`src/rtl/robo_controle.sv`:
```
// Left-hand wall-following controller: turns head/left/barreira readings from the map stage
// into one move, rotate or 3-cycle clean command per decision, stopping on step budget or trap.
module robo_controle #(
    parameter int MAX_PASSOS = 1000
) (
    input  logic        clockc1,
    input  logic        reset,
    input  logic        inicia,
    input  logic [3:0]  head,
    input  logic [3:0]  left,
    input  logic        barreira,
    output logic [2:0]  acao,
    output logic [2:0]  orientacao,
    output logic        parado,
    output logic        preso,
    output logic [15:0] passos,
    output logic [15:0] limpezas
);
    typedef enum logic [2:0] {
        S_IDLE, S_SETTLE, S_DECIDE, S_ACT, S_CLEAN, S_STOP
    } estado_t;

    localparam logic [15:0] LP_MAX    = 16'(MAX_PASSOS);
    localparam logic [2:0]  LP_LIMPAR = 3'b101;

    estado_t     r_estado, w_prox;
    logic [2:0]  r_acao, w_acao;
    logic [2:0]  r_ori, w_ori;
    logic        r_parado, w_parado;
    logic        r_preso, w_preso;
    logic [15:0] r_passos, w_passos;
    logic [15:0] r_limp, w_limp;
    logic        r_virou, w_virou;
    logic [2:0]  r_giros, w_giros;
    logic [1:0]  r_cnt, w_cnt;

    function automatic logic [2:0] gira_esq(input logic [2:0] o);
        case (o)
            3'b001:  gira_esq = 3'b010;
            3'b010:  gira_esq = 3'b100;
            3'b100:  gira_esq = 3'b011;
            default: gira_esq = 3'b001;
        endcase
    endfunction

    function automatic logic [2:0] gira_dir(input logic [2:0] o);
        case (o)
            3'b001:  gira_dir = 3'b011;
            3'b011:  gira_dir = 3'b100;
            3'b100:  gira_dir = 3'b010;
            default: gira_dir = 3'b001;
        endcase
    endfunction

    function automatic logic [15:0] inc_sat(input logic [15:0] v);
        inc_sat = (v == 16'hFFFF) ? v : v + 16'd1;
    endfunction

    always_ff @(posedge clockc1) begin
        if (reset) begin
            r_estado <= S_IDLE;
            r_acao   <= 3'b000;
            r_ori    <= 3'b001;
            r_parado <= 1'b0;
            r_preso  <= 1'b0;
            r_passos <= 16'd0;
            r_limp   <= 16'd0;
            r_virou  <= 1'b0;
            r_giros  <= 3'd0;
            r_cnt    <= 2'd0;
        end else begin
            r_estado <= w_prox;
            r_acao   <= w_acao;
            r_ori    <= w_ori;
            r_parado <= w_parado;
            r_preso  <= w_preso;
            r_passos <= w_passos;
            r_limp   <= w_limp;
            r_virou  <= w_virou;
            r_giros  <= w_giros;
            r_cnt    <= w_cnt;
        end
    end

    // Stop conditions outrank every movement rule.
    always_comb begin
        w_prox = r_estado;
        case (r_estado)
            S_IDLE:   if (inicia) w_prox = S_SETTLE;
            S_SETTLE: w_prox = S_DECIDE;
            S_DECIDE: begin
                if (r_giros == 3'd4 || r_passos == LP_MAX) w_prox = S_STOP;
                else if (barreira)                         w_prox = S_CLEAN;
                else                                       w_prox = S_ACT;
            end
            S_ACT:    w_prox = S_SETTLE;
            S_CLEAN:  if (r_cnt == 2'd2) w_prox = S_SETTLE;
            S_STOP:   w_prox = S_STOP;
            default:  w_prox = S_IDLE;
        endcase
    end

    always_comb begin
        w_acao   = 3'b000;
        w_ori    = r_ori;
        w_parado = r_parado;
        w_preso  = r_preso;
        w_passos = r_passos;
        w_limp   = r_limp;
        w_virou  = r_virou;
        w_giros  = r_giros;
        w_cnt    = r_cnt;
        case (r_estado)
            S_DECIDE: begin
                if (r_giros == 3'd4) begin
                    w_parado = 1'b1;
                    w_preso  = 1'b1;
                end else if (r_passos == LP_MAX) begin
                    w_parado = 1'b1;
                end else if (barreira) begin
                    w_acao = LP_LIMPAR;
                    w_limp = inc_sat(r_limp);
                    w_cnt  = 2'd0;
                end else if (left == 4'd0 && !r_virou) begin
                    w_ori   = gira_esq(r_ori);
                    w_virou = 1'b1;
                    w_giros = r_giros + 3'd1;
                end else if (head == 4'd0) begin
                    w_acao   = r_ori;
                    w_virou  = 1'b0;
                    w_giros  = 3'd0;
                    w_passos = inc_sat(r_passos);
                end else begin
                    w_ori   = gira_dir(r_ori);
                    w_virou = 1'b0;
                    w_giros = r_giros + 3'd1;
                end
            end
            // Burst length: cnt 0,1,2 each hold the clean command for one cycle.
            S_CLEAN: begin
                if (r_cnt != 2'd2) begin
                    w_acao = LP_LIMPAR;
                    w_cnt  = r_cnt + 2'd1;
                end
            end
            default: ;
        endcase
    end

    assign acao       = r_acao;
    assign orientacao = r_ori;
    assign parado     = r_parado;
    assign preso      = r_preso;
    assign passos     = r_passos;
    assign limpezas   = r_limp;
endmodule

```
`config.mk`:
```
export PLATFORM = sky130hd
export DESIGN_NAME = robo_controle
export DESIGN_NICKNAME = d
export VERILOG_FILES = /design/src/rtl/robo_controle.sv
export SDC_FILE = /design/constraint.sdc
export NUM_CORES = 1
export LEC_CHECK = 0
export BUFFER_PORTS_ARGS = -buffer_cell sky130_fd_sc_hd__buf_2
export CORE_AREA = 8 8 81 83
export CTS_BUF_LIST = sky130_fd_sc_hd__clkbuf_2 sky130_fd_sc_hd__clkbuf_4 sky130_fd_sc_hd__clkbuf_8
export CTS_CLUSTER_SIZE = 24
export DETAILED_ROUTE_END_ITERATION = 10
export DIE_AREA = 0 0 89 91
export GPL_TIMING_DRIVEN = 0
export PLACE_DENSITY = 0.83
export SLEW_MARGIN = 20
export SYNTH_ARGS = -nofsm -noshare
export SYNTH_HDL_FRONTEND = slang
export SYNTH_SLANG_ARGS = --single-unit
```
`constraint.sdc`:
```
create_clock -name clockc1 -period 1.85 [get_ports clockc1]
set_input_delay 0.37 -clock clockc1 [delete_from_list [all_inputs] [get_ports clockc1]]
set_output_delay 0.37 -clock clockc1 [all_outputs]
set_load 0.01 [all_outputs]
```
==> results_dict.tcl <==
set metrics [dict create \
    status "finished, violations left" \
    violations "negative setup slack" \
    clkPwrFrac_pct 34.7 \
    top_usage_layer "met2" \
    rows 27 \
    r2r_start "passos[1]$_SDFFE_PP0P_" \
    ys_types 54 \
    ys_warn_count 0 \
    hold_violations 0 \
    grt_pass1_wl_um 12940 \
    grtUsageMet1_pct 24.69 \
    hpwl_um 4858 \
    route.vias.total 2923 \
    grt_max_degree 14 \
    vias_per_cell 6.368 \
    area_growth_pct 40.79 \
    power_mw 1.950 \
    skew_ps 5.282 \
    htreeDepth 2 \
    path_class "reg2reg" \
    ir_drop_v 0.0004653 \
    avgSynthCellArea_um2 8.480 \
    synthFlopType "dfxtp_1" \
    cp-start-kind "flip-flop" \
    die_y_um 91 \
    clkSinkCount 49 \
    antenna_cells 0 \
    cts_tree "yes" \
    maxSlewHeadroom_pct 56.12 \
    crit_required_ps 2090 \
    track_usage_pct 19.58 \
    wire_per_inst_um 19.10 \
    rsz0062_at_grt "true" \
    gr-usage-met3_pct 5.225 \
    io_buffers 50 \
    final_core_util_pct 68.45 \
    regArea_um2 1001 \
    fill_cells 393 \
    antenna_left 0 \
    rrSetupSlack_ps -240 \
    rr_worst_depth 8 \
    power_density_nw_per_um2 533.8 \
    worstHoldPathCells 4 \
    instances_no_fill 459 \
    firstDrtPassIters 5 \
    drive_above_1_share_pct 40.31 \
    die_area_um2 8099 \
    cap_violations 0 \
    worst_setup_path_end_kind "flip-flop" \
    start_util_pct 48.62 \
    hold-path-endpoint "r_estado[0]$_SDFFE_PP0P_" \
    io_pins 52 \
    use_met2_pct 31.11 \
    synthArstFlopShare_pct 0 \
    antenna_found_initial 0 \
    finalSetupTns_ps -3834 \
    p_sw_share_pct 25.27 \
    synth-edff-count 0 \
    root_buffer "clkbuf_8" \
    die_w_um 89 \
    synth-seq-cells 49 \
    dp_slack_ps -451.7 \
    fmax_mhz 478.3 \
    place_inst 428 \
    timing.final.crit_period_ps 2091 \
    post-route-period-util_pct 113.0 \
    core_um2 5338 \
    intPower_mw 1.457 \
    grt_pass1_vias 2656 \
    drt_iter0_drc 229 \
    tightest_slew_ps 658.2 \
    netlist_instances 306 \
    leakage_nw 1.321 \
    r2r-end "passos[11]$_SDFFE_PP0P_" \
    post-route-drc-count 0 \
    syn_area_um2 2595 \
    cts_buffer_depth 2 \
    p_switching_mw 0.4929 \
    cts_made_buffers 5 \
    combPwrFrac_pct 9.8 \
    clk_pin_slew_worst_paths_ps 90 \
    ctsHoldBuffers 0 \
    holdCritPathClass "in2reg" \
    syn_nets 324 \
    seq_area_frac_synth_pct 37.80 \
    gp_congestion 0.8147 \
    arrival_ps 2330 \
    hp-start "inicia" \
    setup_viol 31 \
    totalWireLength_um 8766 \
    clock_latency_ps 320 \
    fin_nets 405 \
    pwr-share-seq_pct 55.6 \
    crit_fanout 8 \
    finalMaxSlewViolations 0 \
    globalRouteOverflowTotal 0 \
    multi_input_area_um2 1882 \
    finalWorstSetupSlack_ps -240.8 \
]
-- final cells by class --
class | count | area share [%]
multi-input combinational | 233 | 51.51
sequential | 49 | 27.40
timing repair buffer | 73 | 12.33
buffer | 16 | 2.911
clock buffer | 7 | 2.466
tap | 72 | 2.466
inverter | 9 | 0.9247
-- worst max path at each step --
| stage | end | cells after the start | from |
|---|---|---|---|
| floorplan | passos[13]$_SDFFE_PP0P_ | 7 | passos[0]$_SDFFE_PP0P_ |
| global placement | limpezas[13]$_SDFFE_PP0P_ | 8 | passos[0]$_SDFFE_PP0P_ |
| detailed placement | limpezas[13]$_SDFFE_PP0P_ | 8 | passos[0]$_SDFFE_PP0P_ |
| CTS | passos[7]$_SDFFE_PP0P_ | 7 | passos[0]$_SDFFE_PP0P_ |
| global route | passos[13]$_SDFFE_PP0P_ | 8 | passos[1]$_SDFFE_PP0P_ |
| finish | passos[11]$_SDFFE_PP0P_ | 8 | passos[1]$_SDFFE_PP0P_ |
-- sequential cells by signal, summed over array words and instances (netlist names) --
register	count
r_estado	3
preso	1
limpezas	16
acao	3
parado	1
r_cnt	2
r_giros	3
r_virou	1
orientacao	3
passos	16
-- synth_stat cells (all sizes together) (2+ instances only) --
library cell	count	share of area, %
o41ai	2	0.68
nand4	10	2.9
nor4b	4	1.6
nor3	4	0.96
inv	9	1.3
o31a	2	0.68
or4	15	4.3
buf	8	1.5
a21o	2	0.58
xnor2	3	1.0
and3	3	0.72
nand4b	2	0.68
mux2i	4	1.5
nor3b	2	0.77
nand3b	3	0.87
nand3	15	3.3
or3	9	2.2
a21oi	35	7.2
and2	3	0.72
mux2	4	1.7
and4b	2	0.77
nor2	25	3.6
o21ai	12	2.3
o31ai	14	4.1
or3b	3	1.1
clkbuf	8	1.2
dfxtp	49	38
nand2	20	2.9
and4	3	1.0
nor2b	3	0.72
a31oi	3	0.72
ha	6	2.9
nand2b	2	0.48
xor2	2	0.68
nor4	7	1.9
-- power by group through the flow --
| stage | Combinational, mW | Clock (mW) | Sequential, mW |
|---|---|---|---|
| global placement | 0.136 | 0 | 1.11 |
| detailed placement | 0.139 | 0 | 1.11 |
| global route | 0.202 | 0.740 | 1.09 |
| finish | 0.190 | 0.676 | 1.08 |
| floorplan | 0.0958 | 0 | 1.11 |
| CTS | 0.163 | 0.675 | 1.08 |
-- layer usage --
metal / up-vias / share of wire, %
li1: 1312 / -
met3: 35 / 9.5
met1: 1396 / 38
met4: 0 / 3.0
met2: 180 / 50
met5: - / 0
-- logic make-up (layout without fill, tap and decap cells) --
kind of cell / after synthesis / after routing / synth area share [%]
adder cells (fa/ha/maj): 6 / 6 / 2.893
AND/OR/NAND/NOR: 136 / 137 / 31.77
AO/OA/AOI/OAI: 77 / 77 / 18.61
XOR/XNOR: 5 / 5 / 1.688
flip-flops: 49 / 49 / 37.80
multiplexers: 8 / 8 / 3.279
buffers and inverters: 25 / 105 / 3.953
-- cells in the final DEF, fill, tap and decap left out, types with 4 or more instances in the layout --
cell type / count
buf_2: 52
dfxtp_1: 37
a21oi_1: 26
nor2_1: 25
buf_4: 19
nand2_1: 18
nand3_1: 13
or4_1: 10
dfxtp_2: 10
inv_1: 9
a21oi_2: 8
buf_6: 8
nand4_1: 8
clkbuf_1: 7
o21ai_0: 7
clkbuf_8: 7
o31ai_2: 6
or3_1: 6
or4_4: 5
o31ai_1: 5
o21ai_1: 5
nor4_1: 4
nor4b_4: 4
mux2_4: 4
mux2i_1: 4
-- what timing repair did --
action,CTS,global route
gates resized for setup,47,36
buffers inserted,12,9
setup endpoints to repair,47,42
pin swaps,38,9
cloned,3,0
-- critical path, stage by stage, from the launching register on --
cell     delay (ps)
dfxtp_4         370
ha_4            170
nand4_1         130
buf_4           150
nor4_4           40
or4_4           470
buf_6           160
or4_1           390
a21oi_1         130
-- per-stage QoR --
step / cell area [um^2] / hold slack, ps
after floorplan: 2666 / 448.6
after global placement: 3007 / 459.4
after detailed placement: 3007 / 474.9
after CTS: 3410 / 427.5
after global routing: 3654 / 456.7
final: 3654 / 418.4
(Power assumes the default switching activity.)
